<file path="config.mk">
export PLATFORM = sky130hd
export DESIGN_NAME = meter_frame_sequencer
export DESIGN_NICKNAME = d
export VERILOG_FILES = /design/src/rtl/meter_frame_sequencer_pkg.sv /design/src/rtl/meter_frame_sequencer_cache.sv /design/src/rtl/meter_frame_sequencer.sv
export SDC_FILE = /design/constraint.sdc
export NUM_CORES = 1
export LEC_CHECK = 0
export CORE_MARGIN = 1.5
export CORE_UTILIZATION = 45
export DETAILED_ROUTE_END_ITERATION = 7
export PLACE_DENSITY = 0.8
export RECOVER_POWER = 100
export REMOVE_ABC_BUFFERS = 1
export SKIP_CTS_REPAIR_TIMING = 1
export SLEW_MARGIN = 40
export SYNTH_ARGS = -nofsm -noshare
export SYNTH_HDL_FRONTEND = slang
export SYNTH_HIERARCHICAL = 1
export SYNTH_SLANG_ARGS = --single-unit
</file>
<file path="constraint.sdc">
create_clock -name clk -period 1.75 [get_ports clk]
set_clock_uncertainty 0.15 [all_clocks]
set_input_delay 0.35 -clock clk [delete_from_list [all_inputs] [get_ports clk]]
set_output_delay 0.35 -clock clk [all_outputs]
set_load 0.1 [all_outputs]
</file>
<file path="src/rtl/meter_frame_sequencer_pkg.sv">
`default_nettype none
// ============================================================================
// Package  : meter_defs
// Brief    : Shared FSM encoding and interval counter width for the meter
//            frame sequencer.
// Revision : 1.0
// ============================================================================
package meter_defs;

    localparam int c_interval_w = 16;

    typedef enum logic [0:0] {
        IDLE = 1'b0,
        SEND = 1'b1
    } state_t;

endpackage
`default_nettype wire

</file>
<file path="src/rtl/meter_frame_sequencer_cache.sv">
`default_nettype none
// ============================================================================
// Module   : meter_channel_cache
// Brief    : One channel's latest indicator array plus a dirty flag that marks
//            it as not yet sent in a frame.
// Revision : 1.0
// ============================================================================
module meter_channel_cache #(
    parameter int indicator_width = 32
) (
    input  logic                       clk,
    input  logic                       reset,
    input  logic                       i_wr,
    input  logic [indicator_width-1:0] i_data,
    input  logic                       i_clr,
    output logic [indicator_width-1:0] o_data,
    output logic                       o_dirty
);

    logic [indicator_width-1:0] r_data;
    logic                       r_dirty;

    // A write landing in the same cycle as the load keeps the flag set, so
    // the fresh value is carried by the following frame.
    always_ff @(posedge clk or posedge reset) begin
        if (reset) begin
            r_data  <= '0;
            r_dirty <= 1'b0;
        end else begin
            if (i_wr) begin
                r_data  <= i_data;
                r_dirty <= 1'b1;
            end else if (i_clr) begin
                r_dirty <= 1'b0;
            end
        end
    end

    assign o_data  = r_data;
    assign o_dirty = r_dirty;

endmodule
`default_nettype wire

</file>
<file path="src/rtl/meter_frame_sequencer.sv">
`default_nettype none
// ============================================================================
// Module   : meter_frame_sequencer
// Brief    : Caches per-channel indicator arrays and streams them as rate-
//            limited frames of one beat per channel to a display driver.
// Revision : 1.0
// ============================================================================
module meter_frame_sequencer
    import meter_defs::*;
#(
    parameter int indicator_width = 32,
    parameter int channels        = 2,
    parameter int frame_interval  = 1024
) (
    input  logic                                reset,
    input  logic                                clk,
    input  logic [channels-1:0]                 i_valid,
    output logic [channels-1:0]                 i_ready,
    input  logic [channels*indicator_width-1:0] i_array,
    output logic                                o_valid,
    input  logic                                o_ready,
    output logic [$clog2(channels)-1:0]         o_channel,
    output logic                                o_last,
    output logic [indicator_width-1:0]          o_array
);

    localparam int                      c_idx_w    = $clog2(channels);
    localparam logic [c_idx_w-1:0]      c_last_idx = c_idx_w'(channels - 1);
    localparam logic [c_interval_w-1:0] c_reload   = c_interval_w'(frame_interval - 1);

    state_t                     r_state;
    state_t                     w_state_next;
    logic [c_interval_w-1:0]    r_count;
    logic                       r_valid;
    logic                       r_last;
    logic [c_idx_w-1:0]         r_channel;
    logic [indicator_width-1:0] r_array;
    logic [channels-1:0]        r_ready;

    logic [indicator_width-1:0] w_cache [channels];
    logic [channels-1:0]        w_dirty;
    logic [channels-1:0]        w_clr;
    logic                       w_accept;
    logic                       w_start;
    logic                       w_load;
    logic [c_idx_w-1:0]         w_load_idx;

    generate
        for (genvar k = 0; k < channels; k++) begin : g_chan
            assign w_clr[k] = w_load && (w_load_idx == c_idx_w'(k));

            meter_channel_cache #(
                .indicator_width (indicator_width)
            ) u_cache (
                .clk     (clk),
                .reset   (reset),
                .i_wr    (i_valid[k]),
                .i_data  (i_array[k*indicator_width +: indicator_width]),
                .i_clr   (w_clr[k]),
                .o_data  (w_cache[k]),
                .o_dirty (w_dirty[k])
            );
        end
    endgenerate

    always_ff @(posedge clk or posedge reset) begin
        if (reset) begin
            r_state <= IDLE;
        end else begin
            r_state <= w_state_next;
        end
    end

    // A load selects which cache feeds the output register on this edge:
    // channel 0 at frame start, otherwise the successor of the accepted beat.
    always_comb begin
        w_state_next = r_state;
        w_accept     = r_valid && o_ready;
        w_start      = 1'b0;
        w_load       = 1'b0;
        w_load_idx   = '0;
        case (r_state)
            IDLE: begin
                if ((|w_dirty) && (r_count == '0)) begin
                    w_start      = 1'b1;
                    w_load       = 1'b1;
                    w_state_next = SEND;
                end
            end
            SEND: begin
                if (w_accept) begin
                    if (r_last) begin
                        w_state_next = IDLE;
                    end else begin
                        w_load     = 1'b1;
                        w_load_idx = r_channel + c_idx_w'(1);
                    end
                end
            end
            default: w_state_next = IDLE;
        endcase
    end

    always_ff @(posedge clk or posedge reset) begin
        if (reset) begin
            r_valid   <= 1'b0;
            r_last    <= 1'b0;
            r_channel <= '0;
            r_array   <= '0;
            r_count   <= '0;
            r_ready   <= '0;
        end else begin
            r_ready <= '1;
            if (w_load) begin
                r_valid   <= 1'b1;
                r_array   <= w_cache[w_load_idx];
                r_channel <= w_load_idx;
                r_last    <= (w_load_idx == c_last_idx);
            end else if (w_accept && r_last) begin
                r_valid <= 1'b0;
            end
            if (w_start) begin
                r_count <= c_reload;
            end else if (r_count != '0) begin
                r_count <= r_count - c_interval_w'(1);
            end
        end
    end

    assign i_ready   = r_ready;
    assign o_valid   = r_valid;
    assign o_channel = r_channel;
    assign o_last    = r_last;
    assign o_array   = r_array;

endmodule
`default_nettype wire

</file>
; Word level (Yosys, flattened, before mapping)
; Index checks and enable logic that the tools add are counted.
[totals]
elab_cells = 49
regBits = 118
[op_classes]
muxes = 21
n_reduce_logical = 12
addsub = 2
n_bitwise = 3
order_cmp = 1
[op_table]
columns = op, count
row1 = two-way mux 32 bit, 3
row2 = two-way mux 16 bit, 2
row3 = zero test 16 bit, 1
row4 = nonzero test 16 bit, 1
row5 = subtractor 16 x 1 -> 16 bit (second input constant), 1
row6 = two-way mux 1 bit, 14
row7 = nonzero test 2 bit, 4
row8 = logical AND 1 bit, 5
row9 = case mux 1 bit (2 select lines), 2
row10 = >= comparator 2 bit (second input constant), 1
row11 = inverter 1 bit, 2
row12 = inverter 1 -> 2 bit, 1
row13 = OR reduction 2 bit, 1
row14 = adder 1 bit (second input constant), 1

; Logic depth before layout (Yosys ltp)
[logic_depth]
depth_word = 8
mapped_depth = 9

; By module
; Netlist, hierarchy kept.
[modules_own_cells]
columns = mod, instances, area_each_um2, seq_area_each_um2, cells_each
row1 = meter_channel_cache, 2, 1381.3, 825.8, 72
row2 = meter_frame_sequencer, 1, 2623.8, 1301.2, 286

; Worst setup path after synthesis
; No wires, ideal clock.
[synth_timing]
path_type = register to register
startpoint = register r_valid, in the netlist o_valid
endpoint = register g_chan[1].u_cache.r_dirty
synth_period_minus_slack_ns = 2.222
t_arrival_ns = 1.954
setup_time_ns = 0.118
required_time_ns = 1.482
path_slack_ns = -0.472
stages_incl_launch_ff = 6
path_cell_list = dfrtp_1 nand4b_1 clkinv_1 clkbuf_1 inv_1 a21o_1
[synth_between]
elab_chain_cells = 5
elab_cells_between_ends = 7
classes_between = 4 x mux / 3 x reduce/logical
[synth_lines]
columns = element, line_no
row1 = from (decl), meter_frame_sequencer.sv:34  ; logic r_valid;
row2 = from (signal assigned), meter_frame_sequencer.sv:106  ; r_valid <= 1'b0;
row3 = from (signal assigned), meter_frame_sequencer.sv:115  ; r_valid <= 1'b1;
row4 = from (signal assigned), meter_frame_sequencer.sv:120  ; r_valid <= 1'b0;
row5 = logical AND 1 bit (*), meter_frame_sequencer.sv:78  ; w_accept = r_valid && o_ready;
row6 = two-way mux 1 bit, meter_frame_sequencer.sv:91  ; if (w_accept) begin
row7 = case mux 1 bit (2 select lines) or two-way mux 1 bit (tied branches), meter_frame_sequencer.sv:82  ; case (r_state)
row8 = logical AND 1 bit (*), meter_frame_sequencer.sv:50  ; assign w_clr[k] = w_load && (w_load_idx == c_idx_w'(k));
row9 = net w_clr[1], meter_frame_sequencer.sv:42  ; logic [channels-1:0] w_clr;
row10 = nonzero test 2 bit (no source line) (*), n/a
row11 = to (signal assigned), meter_frame_sequencer_cache.sv:28  ; r_dirty <= 1'b0;
row12 = to (signal assigned), meter_frame_sequencer_cache.sv:32  ; r_dirty <= 1'b1;
row13 = to (signal assigned), meter_frame_sequencer_cache.sv:34  ; r_dirty <= 1'b0;
row14 = to (decl), meter_frame_sequencer_cache.sv:21  ; logic r_dirty;
; The timed path passes the listed nets; every way through them passes the cells marked *.
; A chain may end at the register's enable or synchronous reset.

; Final worst setup path
[layout_timing]
startpoint = register r_count[0]
endpoint = register r_count[7]
[layout_between]
elab_chain_cells = 5
elab_cells_between_ends = 9
classes_between = 1 x add/sub / 4 x mux / 4 x reduce/logical
[layout_lines]
columns = element, line_no
row1 = from (decl), meter_frame_sequencer.sv:33  ; logic [c_interval_w-1:0] r_count;
row2 = from (signal assigned), meter_frame_sequencer.sv:123  ; r_count <= c_reload;
row3 = from (signal assigned), meter_frame_sequencer.sv:125  ; r_count <= r_count - c_interval_w'(1);
row4 = branches (longest 5 deep; another with subtractor 16 x 1 -> 16 bit), n/a
; Several ways; the timed one is not identified. The select of a mux whose other input is x is not followed.

==> impl_results.md <==
* Run status: complete, but fails checks
* Failing checks: DRC, setup timing
* Netlist cell types at 39
* Clock tree buffer depth at 2
* Setup WS post-layout at -0.307 ns
* DIE WIDTH at approximately 110 um
* I/O Pins at between 100 and 150
* Area Growth Syn to Fin at 35.2%
* CTS tree: built
* CTS Sinks at about 120
* DRC Markers at 6
* Sequential fraction of the synthesis area at between 50% and 60%
* Kind of critical path: reg -> reg
* HP Class: in -> reg
* Core Area at about 0.012 mm^2
* Gr usage total at 23.2%
* Hold_ws at around 0.23 ns
* Final Util at 63.0%
* Crit-path cells: inv_2, ha_4, nor4b_4, buf_4, nand4_4, buf_12, mux2i_2, mux2i_1
* Number of global-route vias before repair at 4,479
* Layout cells sized above 1 at between 20% and 30%
* CTS root buffer: clkbuf_16
* Detailed Place HPWL at around 9400 um
* H-tree depth at 4
* Worst-path clk slew at roughly 0.060 ns
* Fmax at about 490 MHz
* Initial Util at between 40% and 50%
* DRT iter0 DRCs at around 420
* Post-route ant nets at 0
* Power per Cell Area at roughly 1900 mW/mm^2
* Largest net degree at the start of global routing at 41
* Seq cells post-synth at approximately 120
* Fin nets at around 650
* Vias at 4,361
* Average wire per standard cell at around 21 um
* Final Setup Violations at just over 50
* Vias/cell at ~6
* Row cnt at 39
* Crit path max-delay family: buffers and inverters
* Top FF cell, synth: dfrtp_1
* First-pass iteration count of the detailed router at 8
* Final instance area at between 0.007 and 0.008 mm^2
* Startpoint class of the critical path: flop
* Fin crit share at 118%
* First-pass GRT wire length at ~23,000 um
* Antenna Cells at 0
* RePlAce Congestion at between 0.8 and 0.9
* Slew Limit Headroom at between 50% and 60%
* CP max stage cell: dfrtp_1
* Yosys warns at 6
* Post-Syn Instances at 430
* Crit-path max FO at 18
* Total power at 13.6 mW
* FILL cells at 840
* Syn_area_per_cell at 12.5 um^2
* Die height at 112 um
* Setup TNS Final at -8.70 ns
* Num CTS Buffers at 17
* Clk Latency, worst-skew pair at roughly 0.4 ns
* Worst path max stage delay at between 0.4 and 0.5 ns
* Cell area after synthesis at 0.00539 mm^2
* Fin. Hold Viols at 0
* Crit. End Element: flop
* Leak Pwr at approximately 3.1 nW
* MaxCap Viol Count at 0
* Worst-margin pin slew at about 0.74 ns
* WL final at between 15,000 and 20,000 um
* RSZ-0062 raised after global routing: yes
* Footprint of the multi-input gates at between 0.002 and 0.0025 mm^2
* Clock period minus worst slack at ~2.1 ns
* Worst Path Required at 1.90 ns
* CP Data Arrival Time at around 2.2 ns
* Async S/R FF share, synth at 100%
* Peak supply drop at around 0.0013 V
* Reg area at ~0.0030 mm^2
* Initial antenna violation count at 0
* PortBufs at 105
* GRT Residual Overflow at 0
* Placed Area at 0.00713 mm^2
* Total Die Area at between 0.01 and 0.015 mm^2
* Worst path bufs/invs at 3
* Slew Limit Fails at 0
* Post-synth EDFFs at 0
==> report_power, final <==
group / leakage (nW) / internal [mW] / switching [mW] / total [mW]
Clock: 0.252 / 1.89 / 1.20 / 3.09
Sequential: 1.38 / 3.46 / 0.608 / 4.07
Combinational: 1.47 / 1.76 / 4.69 / 6.46
==> cells by family (layout without fill, tap and decap cells) <==
| logic type | Yosys count | count (layout) | share of synthesized area, % |
|---|---|---|---|
| buffers and inverters | 41 | 202 | 5.64 |
| AOI/OAI and AO/OA | 105 | 105 | 10.7 |
| other | 1 | 1 | 0.0696 |
| DFF | 118 | 118 | 54.8 |
| and+or+nand+nor | 83 | 83 | 8.08 |
| xor gates and xnor gates | 7 | 7 | 1.14 |
| muxes | 73 | 73 | 19.1 |
| adders and majority gates | 2 | 2 | 0.465 |
==> cell usage in the layout, fill, tap and decap left out, types with 3 or more instances in the layout <==
cell type	instances
inv_1	6
buf_12	5
a21oi_2	4
a21o_1	3
clkbuf_4	36
dfrtp_1	116
nand4_1	3
clkbuf_16	20
clkdlybuf4s50_1	65
clkbuf_1	5
buf_4	40
clkbuf_8	3
o21ai_0	8
nand2_1	8
mux2_1	55
nor2_1	38
a21oi_1	32
nor4_4	3
o21ai_1	23
buf_6	3
mux2_2	6
mux2_4	3
clkinvlp_4	4
a31oi_1	29
xnor2_1	5
mux2i_1	8
clkbuf_2	4
clkinv_2	5
nand3_1	6
==> tightest hold or removal path, stage by stage <==
cell    delay [ns]
buf_2         0.13
buf_12        0.15
a21o_1        0.09
==> layout make-up <==
class                      count  area share, %
timing repair buffer         163           20.5
clock inverter                 9          0.756
multi-input combinational    271           28.7
clock buffer                  21           6.46
tap                          143           2.46
sequential                   118           40.6
inverter                       9          0.464
==> per-layer routing <==
layer,GRT usage [%],part of all wire [%],up-vias
li1,-,-,1832
met1,30.7,40,2182
met2,38.5,49,290
met3,5.51,7.7,57
met4,6.92,3.4,0
met5,0,0,-
==> stage by stage <==
stage	setup WS (ns)	instances
2_1_floorplan	-2.05	398
3_3_place_gp	-0.105	692
3_5_place_dp	-0.248	692
4_1_cts	-0.275	722
5_1_grt	-0.374	734
6_report	-0.307	734
==> path summary, 6_finish.rpt <==
| kind | startpoint | to | slack, ns | depth (start not counted) |
|---|---|---|---|---|
| hold / removal | i_valid[0] | g_chan[0].u_cache/o_dirty | 0.23 | 3 |
| setup reg to reg | r_count[0] | r_count[7] | -0.31 | 8 |
| max in group asynchronous | reset | g_chan[1].u_cache/o_data[13] | 0.45 | 3 |
| min in group asynchronous | reset | g_chan[0].u_cache/o_data[2] | 0.47 | 3 |
| setup / recovery | r_count[0] | r_count[7] | -0.31 | 8 |
| hold reg to reg | g_chan[1].u_cache/o_data[27] | g_chan[1].u_cache/o_data[27] | 0.34 | 1 |
==> cells in the mapped netlist (all sizes together) (3+ instances only) <==
cell type | instances | area share (%)
dfrtp | 118 | 55
mux2 | 64 | 17
nor2 | 41 | 2.9
a21oi | 36 | 3.3
o21ai | 33 | 3.1
a31oi | 32 | 3.7
buf | 17 | 4.0
clkbuf | 15 | 1.0
mux2i | 9 | 1.7
nand2 | 9 | 0.63
inv | 8 | 0.56
nand3 | 8 | 0.74
nor4 | 6 | 1.1
xnor2 | 5 | 0.81
nand4 | 4 | 0.58
nor3 | 4 | 0.37
a21o | 3 | 0.42
==> state kept, by name (all words and copies together), names as in the netlist <==
| register | flops |
|---|---|
| o_channel | 1 |
| o_valid | 1 |
| i_ready | 1 |
| g_chan.u_cache/o_dirty | 2 |
| r_state | 1 |
| g_chan.u_cache/o_data | 64 |
| o_array | 32 |
| r_count | 16 |
No activity file was read; power rests on OpenSTA's default activity.
